$ cat config.mk
export PLATFORM = sky130hd
export DESIGN_NAME = dup_tx_ctrl
export DESIGN_NICKNAME = d
export VERILOG_FILES = /design/src/rtl/dup_tx_ctrl_pkg.sv /design/src/rtl/dup_tx_ctrl_crc16.sv /design/src/rtl/dup_tx_ctrl.sv
export SDC_FILE = /design/constraint.sdc
export NUM_CORES = 1
export LEC_CHECK = 0
export BUFFER_PORTS_ARGS = -buffer_cell sky130_fd_sc_hd__buf_2
export CORE_UTILIZATION = 59
export CTS_CLUSTER_DIAMETER = 30
export DETAILED_ROUTE_END_ITERATION = 10
export PLACE_DENSITY_LB_ADDON = 0.15
export SKIP_CTS_REPAIR_TIMING = 1
export SYNTH_ARGS = -nofsm -noshare
export SYNTH_HDL_FRONTEND = slang
export SYNTH_SLANG_ARGS = --single-unit
$ cat constraint.sdc
create_clock -name clk -period 2.5 [get_ports clk]
set_input_delay 0.125 -clock clk [delete_from_list [all_inputs] [get_ports clk]]
set_output_delay 0.125 -clock clk [all_outputs]
set_load 0.02 [all_outputs]
$ cat src/rtl/dup_tx_ctrl_pkg.sv
// DUP11 transmitter shared definitions.
// State encodings, TXDBUF fields, CRC-16 polynomial.
package dup_tx_ctrl_pkg;

  typedef enum logic [1:0] {
    ST_IDLE,
    ST_DATA,
    ST_CRC,
    ST_ABORT
  } tx_state_t;

  typedef struct packed {
    logic       abrt;
    logic       eom;
    logic       som;
    logic [7:0] dat;
  } txdbuf_t;

  localparam logic [15:0] CRC16POLY = 16'hA001;
  localparam int          ABRTBITS  = 8;

  function automatic tx_state_t next_char(input txdbuf_t h);
    tx_state_t s;
    s = ST_DATA;
    unique case (1'b1)
      h.abrt:  s = ST_ABORT;
      h.eom:   s = ST_CRC;
      default: s = ST_DATA;
    endcase
    return s;
  endfunction

endpackage

$ cat src/rtl/dup_tx_ctrl_crc16.sv
// DUP11 serial CRC-16 accumulator, one bit per enable.
// Shared between transmitter and receiver.
module dup_crc16
  import dup_tx_ctrl_pkg::*;
(
  input  logic        i_clk,
  input  logic        i_rst_n,
  input  logic        i_en,
  input  logic        i_clr,
  input  logic        i_bit,
  output logic [15:0] o_crc
);

  logic [15:0] r_crc;
  logic        w_fb;

  assign w_fb  = r_crc[0] ^ i_bit;
  assign o_crc = r_crc;

  always_ff @(posedge i_clk or negedge i_rst_n) begin
    if (!i_rst_n) begin
      r_crc <= '0;
    end else if (i_clr) begin
      r_crc <= '0;
    end else if (i_en) begin
      r_crc <= (r_crc >> 1) ^ (w_fb ? CRC16POLY : 16'h0000);
    end
  end

endmodule

$ cat src/rtl/dup_tx_ctrl.sv
// DUP11 transmitter sequencer: holding register, shifter,
// CRC append and abort on modem bit ticks.
module dup_tx_ctrl
  import dup_tx_ctrl_pkg::*;
(
  input  logic       clk,
  input  logic       rst,
  input  logic       dupINIT,
  input  logic       txLOAD,
  input  logic [7:0] txDAT,
  input  logic       txSOM,
  input  logic       txEOM,
  input  logic       txABRT,
  input  logic       txEN,
  input  logic       txTICK,
  output logic       txDATA,
  output logic       txDONE,
  output logic       txACT,
  output logic       dupTXCRC
);

  tx_state_t   r_state;
  tx_state_t   w_nstate;
  txdbuf_t     r_hold;
  logic        r_full;
  logic [7:0]  r_shift;
  logic [4:0]  r_bcnt;
  logic        r_crcon;
  logic        r_data;
  logic        r_done;
  logic [15:0] w_crc;
  logic        w_last;
  logic        w_take;
  logic        w_crcen;
  logic        w_crcclr;
  logic        w_crcbit;
  logic        w_unused_crc;

  always_comb begin
    w_last = 1'b1;
    unique case (r_state)
      ST_DATA:  w_last = (r_bcnt == 5'd7);
      ST_CRC:   w_last = (r_bcnt == 5'd15);
      ST_ABORT: w_last = (r_bcnt == 5'(ABRTBITS - 1));
      default:  w_last = 1'b1;
    endcase
    w_nstate = r_state;
    w_take   = 1'b0;
    if (txTICK && w_last) begin
      if (r_state != ST_ABORT && r_full && txEN) begin
        w_nstate = next_char(r_hold);
        w_take   = 1'b1;
      end else begin
        w_nstate = ST_IDLE;
      end
    end
  end

  // Sync bytes and abort reset the CRC; CRC send shifts by feeding back crc[0]
  assign w_crcclr = dupINIT
    | (w_take & (w_nstate == ST_ABORT))
    | (w_take & (w_nstate == ST_DATA) & r_hold.som)
    | (txTICK & w_last & (r_state == ST_CRC));
  assign w_crcen  = txTICK
    & (((r_state == ST_DATA) & r_crcon) | (r_state == ST_CRC));
  assign w_crcbit = (r_state == ST_CRC) ? w_crc[0] : r_shift[0];

  dup_crc16 u_crc (
    .i_clk   (clk),
    .i_rst_n (rst),
    .i_en    (w_crcen),
    .i_clr   (w_crcclr),
    .i_bit   (w_crcbit),
    .o_crc   (w_crc)
  );

  always_ff @(posedge clk or negedge rst) begin
    if (!rst) begin
      r_state <= ST_IDLE;
      r_hold  <= '0;
      r_full  <= 1'b0;
      r_shift <= '0;
      r_bcnt  <= '0;
      r_crcon <= 1'b0;
      r_data  <= 1'b1;
      r_done  <= 1'b0;
    end else if (dupINIT) begin
      r_state <= ST_IDLE;
      r_hold  <= '0;
      r_full  <= 1'b0;
      r_shift <= '0;
      r_bcnt  <= '0;
      r_crcon <= 1'b0;
      r_data  <= 1'b1;
      r_done  <= 1'b0;
    end else begin
      r_state <= w_nstate;
      r_done  <= txEN & ~r_full;
      if (txLOAD) begin
        r_hold <= txdbuf_t'({txABRT, txEOM, txSOM, txDAT});
        r_full <= 1'b1;
      end else if (w_take) begin
        r_full <= 1'b0;
      end
      if (txTICK) begin
        r_bcnt <= w_last ? 5'd0 : r_bcnt + 5'd1;
        unique case (r_state)
          ST_DATA: begin
            r_data  <= r_shift[0];
            r_shift <= r_shift >> 1;
          end
          ST_CRC:  r_data <= w_crc[0];
          default: r_data <= 1'b1;
        endcase
        if (w_take && w_nstate == ST_DATA) begin
          r_shift <= r_hold.dat;
          r_crcon <= ~r_hold.som;
        end
      end
    end
  end

  assign w_unused_crc = ^w_crc[15:1];
  assign txDATA   = r_data;
  assign txDONE   = r_done;
  assign txACT    = (r_state != ST_IDLE);
  assign dupTXCRC = w_crc[0];

endmodule

Word-level counts from Yosys, hierarchy flattened:

Cells that the tools add are included.

* flip-flop bits (word level): 46
* latch bits: 0
* bits in writable memories: 0
* ROM bits: 0
* bits of input ports: 17
* output and inout port bits: 4
* memories: 0

* add/subtract/negate cells: 1
* $mul: 0
* divide/modulo/power cells: 0
* $lt $le $gt $ge: 0
* eq/ne operators: 8
* shift-type cells: 0
* multiplexer cells: 30
* bitwise logic cells: 16
* reduce and logical (&&, ||, !) cells: 14

Operators by type and width (count)
* $mux W16: 3
* $mux W8: 4
* $mux W11: 2
* $xor A15 B16 Y16: 1
* $mux W5: 3
* $mux W1: 12
* $reduce_bool A2 Y1: 5
* $and A1 B1 Y1: 8
* $eq A2 B2 Y1 const B: 3
* $mux W2: 3
* $reduce_bool A3 Y1: 2
* $add A5 B1 Y5 const B: 1
* $eq A5 B3 Y1 const B: 1
* $eq A5 B4 Y1 const B: 1
* $eq A2 B1 Y1 const B: 2
* $logic_and A1 B1 Y1: 4
* $or A1 B1 Y1: 4
* $pmux W1 S2: 2
* $pmux W2 S2: 1
* $reduce_and A2 Y1: 2
* $ne A2 B2 Y1 const B: 1
* $not A1 Y1: 2
* $reduce_or A2 Y1: 1
* $xor A1 B1 Y1: 1

Depth between registers and ports, before layout:

Gate-level depths: netlist of run 1.

* depth after elaboration: 11
* mapped depth: 7
* depth with buffers taken out: 6

Hierarchy:

A second synthesis of run 1 with hierarchy kept.

* cells, all modules: 203
* area total of the unflattened synthesis: 2234.6 um^2

By module, submodules not included
* dup_tx_ctrl: times used 1, cells an instance 144, area an instance 1537.7 um^2, seq. area each 752.0 um^2
* dup_crc16: times used 1, cells an instance 59, area an instance 696.9 um^2, seq. area each 400.4 um^2

Least setup slack after synthesis of run 1:

OpenSTA, ideal clock, no wires.

* path type: reg2reg
* from: reg r_state[1]
* to: reg u_crc.r_crc[13] (netlist: u_crc.o_crc[13])
* data arrival time: 1.692 ns
* data required time: 2.389 ns
* setup slack: 0.696 ns
* cell stages (with the launch flop): 7
* buffers on the path: 0
* clock period less this slack: 1.804 ns
* path through: dfrtp_1 -> inv_1 -> ha_1 -> or3_4 -> a32o_2 -> o21a_4 -> a2111oi_2

* longest elaborated chain between the ends: 11

Ends and longest elaborated chain
* start, declared: line dup_tx_ctrl.sv:22 `tx_state_t r_state;`
* start signal, assigned: line dup_tx_ctrl.sv:97 `r_state <= w_nstate;`
* $eq A2 B1 Y1, or another cell as far along: line dup_tx_ctrl.sv:41, dup_tx_ctrl.sv:65
* $reduce_or A2 Y1 (no source line) / $logic_and A1 B1 Y1 (equally long branches)
* $pmux W1 S2 / $logic_and A1 B1 Y1 (equally long branches): line dup_tx_ctrl.sv:41, dup_tx_ctrl.sv:50
* $logic_and A1 B1 Y1 / $mux W2 (equally long branches): line dup_tx_ctrl.sv:49, dup_tx_ctrl.sv:50
* $mux W2: line dup_tx_ctrl.sv:49 `if (txTICK && w_last) begin`
* $eq A2 B2 Y1 / $eq A2 B1 Y1 (equally long branches): line dup_tx_ctrl.sv:61, dup_tx_ctrl.sv:62
* $and A1 B1 Y1 (on tied branches): line dup_tx_ctrl.sv:61, dup_tx_ctrl.sv:62
* $or A1 B1 Y1 / $and A1 B1 Y1 (equally long branches): line dup_tx_ctrl.sv:61, dup_tx_ctrl.sv:62
* $or A1 B1 Y1: line dup_tx_ctrl.sv:62 `| (w_take & (w_nstate == ST_DATA) & r_hold.som)`
* $or A1 B1 Y1: line dup_tx_ctrl.sv:63 `| (txTICK & w_last & (r_state == ST_CRC));`
* $mux W16 / $reduce_bool A2 Y1 (equally long branches)
* end signal, assigned: line dup_tx_ctrl_crc16.sv:26 `r_crc <= (r_crc >> 1) ^ (w_fb ? CRC16POLY : 16'h0000);`
* end, declared: line dup_tx_ctrl_crc16.sv:14 `logic [15:0] r_crc;`

Parallel ways exist; a longest one is shown, timed or not. The select of a mux whose other input is x is not followed.
A chain may end at the register's enable or synchronous reset.

Worst setup path in the final report of run 1:

* from: reg r_state[1]
* to: reg r_state[1]

* longest elaborated chain between the ends: 6

Ends and longest elaborated chain
* $eq A2 B1 Y1, or another cell as far along: line dup_tx_ctrl.sv:41 `unique case (r_state)`
* $reduce_or A2 Y1 (no source line) / $logic_and A1 B1 Y1 (equally long branches)
* $pmux W1 S2 / $logic_and A1 B1 Y1 (equally long branches): line dup_tx_ctrl.sv:41, dup_tx_ctrl.sv:50
* $logic_and A1 B1 Y1 / $mux W2 (equally long branches): line dup_tx_ctrl.sv:49, dup_tx_ctrl.sv:50
* $mux W2 *: line dup_tx_ctrl.sv:49
* $mux W2 *: line dup_tx_ctrl.sv:87 `end else if (dupINIT) begin`

Every way passes the cells marked *; elsewhere a longest branch is shown, timed or not.

==> impl_results.rst, run 1 <==
.. list-table::
   :header-rows: 1

   * - Metric
     - Value
   * - End of the worst register-to-register path
     - r_state[1]
   * - Slew at the pin closest to its max-slew limit
     - 0.986 ns
   * - Failing checks
     - hold timing
   * - Max-Cap Viols
     - 0
   * - Number of antenna cells inserted
     - 0
   * - Post-placement cell count
     - 263
   * - Number of buffers on the longest clock path
     - 2
   * - Worst path arrival time
     - 2.38 ns
   * - Commonest register cell after synthesis
     - dfrtp_1
   * - Count of final max-slew check failures
     - 0
   * - Starting utilization of the core area
     - 62.5%
   * - Synth Register Bits
     - 46
   * - Leftover overflow at the end of global routing
     - 0
   * - Distinct cell type count of the synthesized netlist
     - 42
   * - Final-layout worst hold slack
     - -0.0182 ns
   * - Crit path launch type
     - register
   * - FMAX
     - 461 MHz
   * - Slew margin rel.
     - 34.3%
   * - Placeable Area
     - 3740 sq um
   * - Number of antenna violations at the first check in global routing
     - 0
   * - Number of hold violations in the final report
     - 30
   * - Critical path peak fanout
     - 13
   * - Area share of xor/xnor cells in the synthesized design
     - 1.50%
   * - Via density per instance
     - 5.85
   * - Power density of the placed cells
     - 528 nW/um^2
   * - Fraction of the mapped netlist area in compound gates
     - 10.8%
   * - Count of port buffers added during placement
     - 20
   * - Final RePlAce weighted congestion
     - 0.801
   * - Netlist Area Pre-Place
     - 2340 sq um
   * - Setup repair after global routing missed its margin
     - false
   * - Type of the setup path with the least slack
     - reg -> reg
   * - Post-synthesis area per instance
     - 11.3 sq um
   * - Synth Area in Adders
     - 3.21%
   * - GR Layer Usage met1
     - 27.6%
   * - Global-route wire length before repair
     - 7.24 mm
   * - Row Count
     - 22
   * - Ports
     - 21
   * - Routed via count
     - 1,579
   * - Top post-synthesis cells by area
     - dfrtp_1 48%, mux2i_1 14%, nor3_2 3.9%
   * - Total negative slack
     - 0 ns
   * - Source of the worst register-to-register timing path
     - r_state[1]
   * - Finished Core Util
     - 67.2%
   * - Period utilisation layout
     - 86.8%
   * - Syn Nets
     - 230
   * - Cells after synthesis
     - 207
   * - Total wire length after detailed routing
     - 4.04 mm
   * - Endpoint class of the critical path
     - register
   * - Non-filler cells, final
     - 270
   * - Most common library cell in the layout ignoring fill and taps
     - dfrtp_1
   * - Largest net degree at the start of global routing
     - 47
   * - Routed length per placed instance
     - 15.0 um
   * - Post-synth EDFFs
     - 0
   * - Y dimension of the die
     - 65.0 um
   * - CTS tree
     - yes
   * - Share of synthesized area occupied by flip-flops and latches
     - 49.3%
   * - Layer carrying the most global-route usage
     - met2
   * - Number of H-tree levels
     - 2
   * - Global router's overall resource usage
     - 22.7%
   * - Capturing element of the worst setup path
     - r_state[1]
   * - Number of nets still failing antenna checks after routing
     - 0
   * - Count of cells along the worst register-to-register path
     - 6
   * - Fraction of final layout cells sized beyond drive strength 1
     - 20.3%
   * - Worst supply voltage drop on vdd
     - 432 uV
   * - Number of sinks on the clock net
     - 46
   * - Met2 global-route usage
     - 38.2%
   * - Number of remaining DRC errors
     - 0
   * - Final worst clock skew
     - 0.00567 ns
   * - Number of detailed-route iterations in the first pass
     - 4
   * - Required @ worst endpoint
     - 2.72 ns
   * - Nets
     - 245
   * - Clock-pin slew reported for the worst setup and hold paths after clock tree synthesis
     - 0.08 ns
   * - Mux cell area share after synthesis
     - 13.7%
   * - Leakage
     - 0.00120 uW
   * - Area growth from synthesis to layout
     - 7.54%
   * - Global-route track usage on met3
     - 5.28%
   * - HP Class
     - in -> async
   * - Run status
     - finished with violations
   * - Die outline area
     - 4220 sq um
   * - Skew-Pair Late Insertion Delay
     - 0.30 ns
   * - DIE WIDTH
     - 65.0 um
   * - Warning count from the yosys run
     - 0
   * - Commonest non-fill, non-tap cells in the layout
     - 45 x dfrtp_1, 32 x mux2i_1, 20 x buf_2
   * - Number of violations reported at the end of detailed-routing iteration 0
     - 131
   * - Worst reg2reg setup slack
     - 0.33 ns
   * - Number of failing setup endpoints in the final timing report
     - 0
   * - Async SR Flop Fraction
     - 100%
   * - Root buf cell
     - clkbuf_8
   * - Clock buffer count from CTS
     - 5
   * - Via count of the first global-routing pass
     - 1,602
   * - Minimum clock period after layout
     - 2.17 ns
   * - Area share of the largest cell type after synthesis
     - 48.1%
   * - Start point of the critical path
     - r_state[1]
   * - Fraction of the mapped netlist area in simple logic gates
     - 17.7%
   * - Detailed Place HPWL
     - 2.81 mm
   * - Combinational family with the most area after synthesis
     - simple AND/OR/NAND/NOR gates
   * - Cell taking the most area after synthesis
     - dfrtp_1
==> synth_stat cells (3+ instances only) <==
cell	n
dfrtp_1	45
mux2i_1	32
nor2_1	17
nor3_1	13
a21oi_1	11
nor3_2	9
a211oi_1	7
clkbuf_1	7
ha_1	6
nand2b_1	6
o21ai_0	6
inv_1	5
nand2_1	5
nand3_1	4
xnor2_1	3
==> layout make-up <==
cell class,instances,area [sq um]
timing repair buffer,21,108
fill,321,1230
clock buffer,6,72.6
clock inverter,1,7.51
multi-input combinational,143,1100
tap,48,60.1
inverter,5,18.8
sequential,46,1150
==> registers in the layout, summed over array words and instances, names as in the netlist <==
name / cells
r_state: 2
txDATA: 1
r_hold: 11
txDONE: 1
r_crcon: 1
r_full: 1
r_bcnt: 5
r_shift: 8
u_crc.o_crc: 16
==> cell families after synthesis <==
logic type	Yosys count
adder cells (fa/ha/maj)	6
flip-flops	46
XOR/XNOR	4
multiplexers	32
AO/OA/AOI/OAI	33
buffers and inverters	18
AND/OR/NAND/NOR	68
==> layer usage <==
metal | up-vias | part of all wire, %
met5 | - | 0
met4 | 0 | 1.5
met3 | 5 | 3.9
met2 | 38 | 51
met1 | 769 | 44
li1 | 767 | -
==> power breakdown <==
part           internal (uW)  switching [uW]
combinational           42.0            78.0
sequential               762            13.0
clock                    192             241
==> through the flow <==
stage          setup WS [ns]  power, uW  hold slack, ns  area (sq um)
3_5_place_dp           0.398        911           0.343          2440
6_report               0.331       1330         -0.0182          2520
5_1_grt                0.146       1380          0.0633          2520
4_1_cts                0.379       1340          0.0173          2520
3_3_place_gp           0.572        905           0.321          2440
2_1_floorplan          0.696        870          -0.171          2340
==> how the worst min path moves through the flow <==
stage	start	endpoint	slack, ns	cells past startpoint
floorplan	rst	r_bcnt[0]	-0.17	0
global placement	rst	r_bcnt[0]	0.32	1
detailed placement	rst	r_bcnt[0]	0.34	1
CTS	rst	u_crc.o_crc[13]	0.02	1
global route	rst	u_crc.o_crc[13]	0.06	1
finish	rst	r_bcnt[0]	-0.02	1
==> worst max-delay path, stage by stage (launching register included) <==
cell and delay [ns]:
dfrtp_1 0.41, inv_1 0.10, ha_1 0.24, o21ai_0 0.40, a32oi_2 0.34, or3_1 0.43
a21oi_1 0.15
Note: power is estimated with default switching activity, not from simulation.
==> inputs of run 2 (changes only) <==
--- a/config.mk
+++ b/config.mk
@@ -6,11 +6,12 @@
 export NUM_CORES = 1
 export LEC_CHECK = 0
 export BUFFER_PORTS_ARGS = -buffer_cell sky130_fd_sc_hd__buf_2
-export CORE_UTILIZATION = 59
+export CORE_UTILIZATION = 58
 export CTS_CLUSTER_DIAMETER = 30
 export DETAILED_ROUTE_END_ITERATION = 10
 export PLACE_DENSITY_LB_ADDON = 0.15
 export SKIP_CTS_REPAIR_TIMING = 1
 export SYNTH_ARGS = -nofsm -noshare
 export SYNTH_HDL_FRONTEND = slang
+export SYNTH_HIERARCHICAL = 1
 export SYNTH_SLANG_ARGS = --single-unit
==> run 2 against run 1 <==
Critical path type unchanged. Largest cell class unchanged. Global-route usage fell by 2.1 points. Maximum frequency fell by 2.9%. Sequential power fell by 0.6%. Register-to-register slack got worse by 0.06 ns. Worst hold slack got worse by 0.0034 ns. The flow still finishes with violations (hold timing). Critical endpoint is now u_crc/o_crc[0]. Synthesized cell count fell by 1.9%.
==> impl_results.rst, run 2 <==
.. list-table::
   :header-rows: 1

   * - Metric
     - Value
   * - Power share of the combinational group
     - 7.4% (-1.6 points)
   * - Netlist Area Pre-Place
     - 2230 sq um (-4.5%)
   * - Number of violations reported at the end of detailed-routing iteration 0
     - 82 (-37%)
   * - Global-route wire length before repair
     - 6.41 mm (-11%)
   * - Net switching power figure
     - 323 uW (-2.8%)
   * - Proportion of total power due to net switching
     - 22.8% (-2.2 points)
   * - Distinct cell type count of the synthesized netlist
     - 40 (-4.8%)
   * - Total wire length after detailed routing
     - 3.71 mm (-8.3%)
   * - Fill count
     - 305 (-5.0%)
   * - Largest net degree at the start of global routing
     - 47 (unchanged)
   * - Number of nets still failing antenna checks after routing
     - 0 (unchanged)
   * - Area share of the largest cell type after synthesis
     - 50.4% (+2.3 points)
   * - Number of detailed-route iterations in the first pass
     - 4 (unchanged)
   * - Number of sinks on the clock net
     - 46 (unchanged)
   * - Most common library cell in the layout ignoring fill and taps
     - dfrtp_1
   * - Number of hold violations in the final report
     - 43 (+43%)
   * - Final RePlAce weighted congestion
     - 0.703 (-12%)
   * - Total negative slack
     - 0 ns (unchanged)
   * - Layer carrying the most global-route usage
     - met2
   * - Root buf cell
     - clkbuf_8
   * - Y dimension of the die
     - 64.1 um (-1.4%)
   * - Cells after synthesis
     - 203 (-1.9%)
   * - Period utilisation layout
     - 89.3% (+2.6 points)
   * - Clock network fraction of design power
     - 38.4% (+5.8 points)
   * - Slew margin rel.
     - 35.1% (+0.86 points)
   * - CTS tree
     - yes
   * - Leakage
     - 0.00116 uW (-2.9%)
   * - Async SR Flop Fraction
     - 100% (unchanged)
   * - Detailed Place HPWL
     - 2.61 mm (-7.1%)
   * - Failing checks
     - hold timing
   * - Number of buffers on the longest clock path
     - 2 (unchanged)
   * - Synth Register Bits
     - 46 (unchanged)
   * - Commonest register cell after synthesis
     - dfrtp_1
   * - Routed length per placed instance
     - 13.8 um (-7.6%)
   * - Required @ worst endpoint
     - 2.69 ns (-0.03 ns)
   * - Number of flip-flops in the largest register
     - 16 (unchanged)
   * - Cell taking the most area after synthesis
     - dfrtp_1
   * - Placeable Area
     - 3690 sq um (-1.5%)
   * - Warning count from the yosys run
     - 6 (+6)
   * - Syn Nets
     - 226 (-1.7%)
   * - Slew at the pin closest to its max-slew limit
     - 0.973 ns (-0.0129 ns)
   * - Worst path arrival time
     - 2.42 ns (+0.04 ns)
   * - Endpoint class of the critical path
     - register
   * - Area growth from synthesis to layout
     - 9.01%
   * - Leftover overflow at the end of global routing
     - 0 (unchanged)
   * - Final worst clock skew
     - 0.00628 ns (+0.000602 ns)
   * - Instance area after placement
     - 2330 sq um (-4.5%)
   * - Fraction of final layout cells sized beyond drive strength 1
     - 15.0% (-5.3 points)
   * - Commonest non-fill, non-tap cells in the layout
     - 45 x dfrtp_1, 34 x nor2_1, 31 x mux2i_1
   * - Met2 global-route usage
     - 35.6% (-2.5 points)
   * - Routed via count
     - 1,483 (-6.1%)
   * - Nets
     - 242 (-1.2%)
   * - Via density per instance
     - 5.53 (-5.4%)
   * - FMAX
     - 448 MHz (-2.9%)
   * - Finished Cell Area
     - 2440 sq um (-3.2%)
   * - Seq pwr share
     - 54.3% (-4.1 points)
   * - Number of H-tree levels
     - 2 (unchanged)
   * - Crit path launch type
     - register
   * - Run status
     - finished with violations
   * - Count of port buffers added during placement
     - 20 (unchanged)
   * - Worst supply voltage drop on vdd
     - 400 uV (-7.4%)
   * - Top post-synthesis cells by area
     - dfrtp_1 50%, mux2i_1 14%, nor2_1 5.7%
   * - Ports
     - 21 (unchanged)
   * - Power density of the placed cells
     - 582 nW/um^2 (+10%)
   * - HP Class
     - in -> async
   * - Final-layout worst hold slack
     - -0.0216 ns (-0.00340 ns)
   * - Count of final max-slew check failures
     - 0 (unchanged)
   * - Number of antenna violations at the first check in global routing
     - 0 (unchanged)
   * - Share of synthesized area occupied by flip-flops and latches
     - 51.6% (+2.3 points)
   * - Type of the setup path with the least slack
     - reg -> reg
   * - Global router's overall resource usage
     - 20.6% (-2.1 points)
   * - Synth cell count leaders
     - 45 x dfrtp_1, 34 x nor2_1, 31 x mux2i_1, 8 x inv_1
   * - Setup repair after global routing missed its margin
     - false
   * - Clock buffer count from CTS
     - 5 (unchanged)
   * - DIE WIDTH
     - 64.1 um (-1.4%)
   * - Critical path peak fanout
     - 19 (+6)
   * - Max-Cap Viols
     - 0 (unchanged)
   * - Starting utilization of the core area
     - 60.6% (-1.9 points)
   * - Row Count
     - 22 (unchanged)
   * - Via count of the first global-routing pass
     - 1,456 (-9.1%)
   * - GR Layer Usage met1
     - 24.5% (-3.2 points)
   * - Skew-Pair Late Insertion Delay
     - 0.30 ns (about the same)
   * - Minimum clock period after layout
     - 2.23 ns (+0.0640 ns)
   * - Clock-pin slew reported for the worst setup and hold paths after clock tree synthesis
     - 0.08 ns (about the same)
   * - Number of failing setup endpoints in the final timing report
     - 0 (unchanged)
   * - Most repeated cell in the gate-level netlist after synthesis
     - dfrtp_1
   * - Global-route track usage on met3
     - 4.82% (-0.46 points)
   * - Internal power
     - 1100 uW (+10%)
   * - Post-synth EDFFs
     - 0 (unchanged)
   * - Post-synthesis area per instance
     - 11.0 sq um (-2.6%)
   * - Die outline area
     - 4100 sq um (-2.8%)
   * - Number of remaining DRC errors
     - 0 (unchanged)
   * - Number of antenna cells inserted
     - 0 (unchanged)
## run 2: worst paths after layout
path | start | end | slack [ns] | cells after the start
max | r_bcnt[0] | u_crc/o_crc[0] | 0.27 | 7
min | rst | r_bcnt[4] | -0.02 | 1
max reg2reg | r_bcnt[0] | u_crc/o_crc[0] | 0.27 | 7
min reg2reg | r_full | txDONE | 0.48 | 1
max in group asynchronous | rst | r_crcon | 1.92 | 1
min in group clk | txDAT[3] | r_hold[3] | 0.07 | 3
## run 2: cell type report
cell class                 instances  area, sq um  area share (%)
sequential                        46         1150            47.3
inverter                           8         30.0            1.23
clock buffer                       6         72.6            2.98
multi-input combinational        137          976            40.1
tap                               48         60.1            2.47
clock inverter                     2         37.5            1.54
timing repair buffer              21          108            4.42
## run 2: cell families after synthesis
group | after synthesis | share of synthesized area [%]
buffers and inverters | 20 | 4.87
AO/OA/AOI/OAI | 35 | 11.8
adder cells (fa/ha/maj) | 6 | 3.36
AND/OR/NAND/NOR | 62 | 13.4
flip-flops | 46 | 51.6
multiplexers | 31 | 13.9
XOR/XNOR | 3 | 1.18
## run 2: routing by layer
layer  wire (um)  vias up
met3         107        4
met4          51        0
met1        1690      722
met2        1850       18
met5           0        -
li1            -      739
## run 2: critical path, cell delays in order, from the launching register on
cell	delay (ns)
dfrtp_1	0.39
ha_1	0.25
and4b_1	0.22
a22o_1	0.32
a21o_1	0.53
nand2b_1	0.18
a21oi_1	0.04
a31o_1	0.19
## run 2: through the flow
stage | setup slack [ns] | utilization [%] | total power, uW | hold WS (ns) | std cells
floorplan | 0.651 | - | 854 | -0.171 | 203
global placement | 0.409 | 63.1 | 886 | 0.327 | 260
detailed placement | 0.299 | 63.1 | 891 | 0.339 | 260
CTS | 0.284 | 66.0 | 1430 | 0.0200 | 268
global route | 0.0867 | 66.0 | 1470 | 0.0669 | 268
finish | 0.267 | 66.0 | 1420 | -0.0216 | 268
## run 2: power by group through the flow
| stage | sequential (uW) | combinational (uW) | clock [uW] |
|---|---|---|---|
| global route | 772 | 118 | 579 |
| CTS | 770 | 106 | 551 |
| floorplan | 784 | 70.3 | 0 |
| finish | 770 | 104 | 544 |
| detailed placement | 785 | 106 | 0 |
| global placement | 784 | 102 | 0 |
==> inputs of run 3 (changes only) <==
--- a/config.mk
+++ b/config.mk
@@ -6,7 +6,8 @@
 export NUM_CORES = 1
 export LEC_CHECK = 0
 export BUFFER_PORTS_ARGS = -buffer_cell sky130_fd_sc_hd__buf_2
-export CORE_UTILIZATION = 58
+export CORE_ASPECT_RATIO = 0.7
+export CORE_UTILIZATION = 60
 export CTS_CLUSTER_DIAMETER = 30
 export DETAILED_ROUTE_END_ITERATION = 10
 export PLACE_DENSITY_LB_ADDON = 0.15
==> constraint.sdc (replaced) <==
create_clock -name clk -period 2.9 [get_ports clk]
set_input_delay 0.145 -clock clk [delete_from_list [all_inputs] [get_ports clk]]
set_output_delay 0.145 -clock clk [all_outputs]
set_load 0.02 [all_outputs]
==> run 3 against run 2 <==
The flow now finishes without violations. Combinational power shrank 12%. Register-to-register slack better by 0.37 ns. Via count up 2.4%. First-iteration DRC count is 12% higher. Sequential share of layout area down 0.19 points. Critical endpoint unchanged.
==> impl_results.rst, run 3 (synthesized netlist as in run 2, its figures left out) <==
.. list-table::
   :header-rows: 1

   * - Metric
     - Value
   * - Ports
     - 21 (unchanged)
   * - Number of flip-flops in the largest register
     - 16 (unchanged)
   * - Number of detailed-route iterations in the first pass
     - 4 (unchanged)
   * - Starting utilization of the core area
     - 63.2% (+2.6 points)
   * - Slew at the pin closest to its max-slew limit
     - 0.997 ns (+0.0239 ns)
   * - Number of H-tree levels
     - 2 (unchanged)
   * - Fraction of final layout cells sized beyond drive strength 1
     - 15.5% (+0.45 points)
   * - Number of sinks on the clock net
     - 46 (unchanged)
   * - Period utilisation layout
     - 77.9% (-11 points)
   * - Number of remaining DRC errors
     - 0 (unchanged)
   * - Commonest non-fill, non-tap cells in the layout
     - 45 x dfrtp_1, 34 x nor2_1, 31 x mux2i_1
   * - Worst path arrival time
     - 2.45 ns (+0.03 ns)
   * - Area growth from synthesis to layout
     - 9.46%
   * - Clock-pin slew reported for the worst setup and hold paths after clock tree synthesis
     - 0.10 ns (+0.02 ns)
   * - Row Count
     - 18 (-18%)
   * - CTS tree
     - yes
   * - Placeable Area
     - 3540 sq um (-4.1%)
   * - Setup repair after global routing missed its margin
     - false
   * - Root buf cell
     - clkbuf_8
   * - Type of the setup path with the least slack
     - reg -> reg
   * - Max-Cap Viols
     - 0 (unchanged)
   * - HP Class
     - in -> async
   * - Via count of the first global-routing pass
     - 1,466 (+0.69%)
   * - Leftover overflow at the end of global routing
     - 0 (unchanged)
   * - Number of failing setup endpoints in the final timing report
     - 0 (unchanged)
   * - Y dimension of the die
     - 53.1 um (-17%)
   * - Die outline area
     - 3980 sq um (-3.1%)
   * - Skew-Pair Late Insertion Delay
     - 0.30 ns (about the same)
   * - Count of final max-slew check failures
     - 0 (unchanged)
   * - Count of port buffers added during placement
     - 20 (unchanged)
   * - Total negative slack
     - 0 ns (unchanged)
   * - Largest net degree at the start of global routing
     - 47 (unchanged)
   * - Crit path launch type
     - register
   * - Nets
     - 242 (unchanged)
   * - Routed length per placed instance
     - 14.6 um (+5.6%)
   * - Number of antenna cells inserted
     - 0 (unchanged)
   * - Global-route wire length before repair
     - 6.79 mm (+5.9%)
   * - Worst supply voltage drop on vdd
     - 356 uV (-11%)
   * - Detailed Place HPWL
     - 2.74 mm (+5.1%)
   * - Final-layout worst hold slack
     - 0.00665 ns (+0.0283 ns)
   * - Number of antenna violations at the first check in global routing
     - 0 (unchanged)
   * - Routed via count
     - 1,519 (+2.4%)
   * - Total wire length after detailed routing
     - 3.94 mm (+6.3%)
   * - Number of buffers on the longest clock path
     - 2 (unchanged)
   * - Required @ worst endpoint
     - 3.09 ns (+0.40 ns)
   * - Number of nets still failing antenna checks after routing
     - 0 (unchanged)
   * - Endpoint class of the critical path
     - register
   * - Final RePlAce weighted congestion
     - 0.715 (+1.8%)
   * - Global router's overall resource usage
     - 23.5% (+2.9 points)
   * - Slew margin rel.
     - 33.5% (-1.6 points)
   * - Number of violations reported at the end of detailed-routing iteration 0
     - 92 (+12%)
   * - Leakage
     - 0.00117 uW (+0.42%)
   * - Number of hold violations in the final report
     - 0 (-100%)
   * - Via density per instance
     - 5.63 (+1.7%)
   * - Minimum clock period after layout
     - 2.26 ns (+0.0252 ns)
   * - DIE WIDTH
     - 74.9 um (+17%)
   * - Final worst clock skew
     - 0.00982 ns (+0.00354 ns)
   * - Run status
     - completed
   * - Clock buffer count from CTS
     - 5 (unchanged)
   * - Critical path peak fanout
     - 19 (unchanged)
   * - Power density of the placed cells
     - 510 nW/um^2 (-12%)
   * - FMAX
     - 443 MHz (-1.1%)
   * - Most common library cell in the layout ignoring fill and taps
     - dfrtp_1
run 3: cell count changes in the layout (fill, tap and decap cells not counted), sizes merged:
cell    before  now
inv          8    9
clkbuf       6    5
run 3: critical path: stages (launching register included):
cell	delay, ns
dfrtp_1	0.40
ha_1	0.26
and4b_1	0.22
a22o_1	0.31
a21o_1	0.53
nand2b_1	0.18
a21oi_1	0.04
a31o_1	0.20
run 3: final cells by class:
cell class / instances / area, sq um
multi-input cells: 137 / 976
clock inverters: 3 / 48.8
well taps: 50 / 62.6
flip-flops and latches: 46 / 1150
fillers: 276 / 1090
inverters: 8 / 30.0
clock buffers: 5 / 68.8
repair buffers: 21 / 108
run 3: path summary, 6_finish.rpt:
check	from	endpoint	slack, ns	cells after the start
worst max-delay path	r_bcnt[0]	u_crc/o_crc[0]	0.64	7
worst min-delay path	rst	r_bcnt[4]	0.007	1
worst max register to register	r_bcnt[0]	u_crc/o_crc[0]	0.64	7
worst min register to register	r_full	txDONE	0.48	1
max in group asynchronous	rst	u_crc/o_crc[12]	2.27	1
min in group clk	txDAT[3]	r_hold[3]	0.09	3
run 3: where the power goes:
group	total (uW)	internal [uW]	switching, uW
combinational	91.4	33.0	58.4
sequential	666	654	11.2
clock	491	262	228
total	1250	950	298
run 3: metrics by stage:
| stage | setup WS, ns | power [uW] | instances | utilization, % | area, sq um |
|---|---|---|---|---|---|
| finish | 0.641 | 1250 | 270 | 69.2 | 2450 |
| global route | 0.436 | 1300 | 270 | 69.2 | 2450 |
| CTS | 0.667 | 1260 | 270 | 69.2 | 2450 |
| detailed placement | 0.684 | 770 | 262 | 65.9 | 2330 |
| global placement | 0.803 | 765 | 262 | 65.9 | 2330 |
| floorplan | 1.05 | 736 | 203 | - | 2230 |
run 3: routing by layer:
| metal | part of all wire (%) | track usage [%] |
|---|---|---|
| met5 | 0 | 0 |
| met4 | 0 | 3.77 |
| met3 | 4.2 | 5.71 |
| met2 | 44 | 35.9 |
| met1 | 52 | 34.5 |
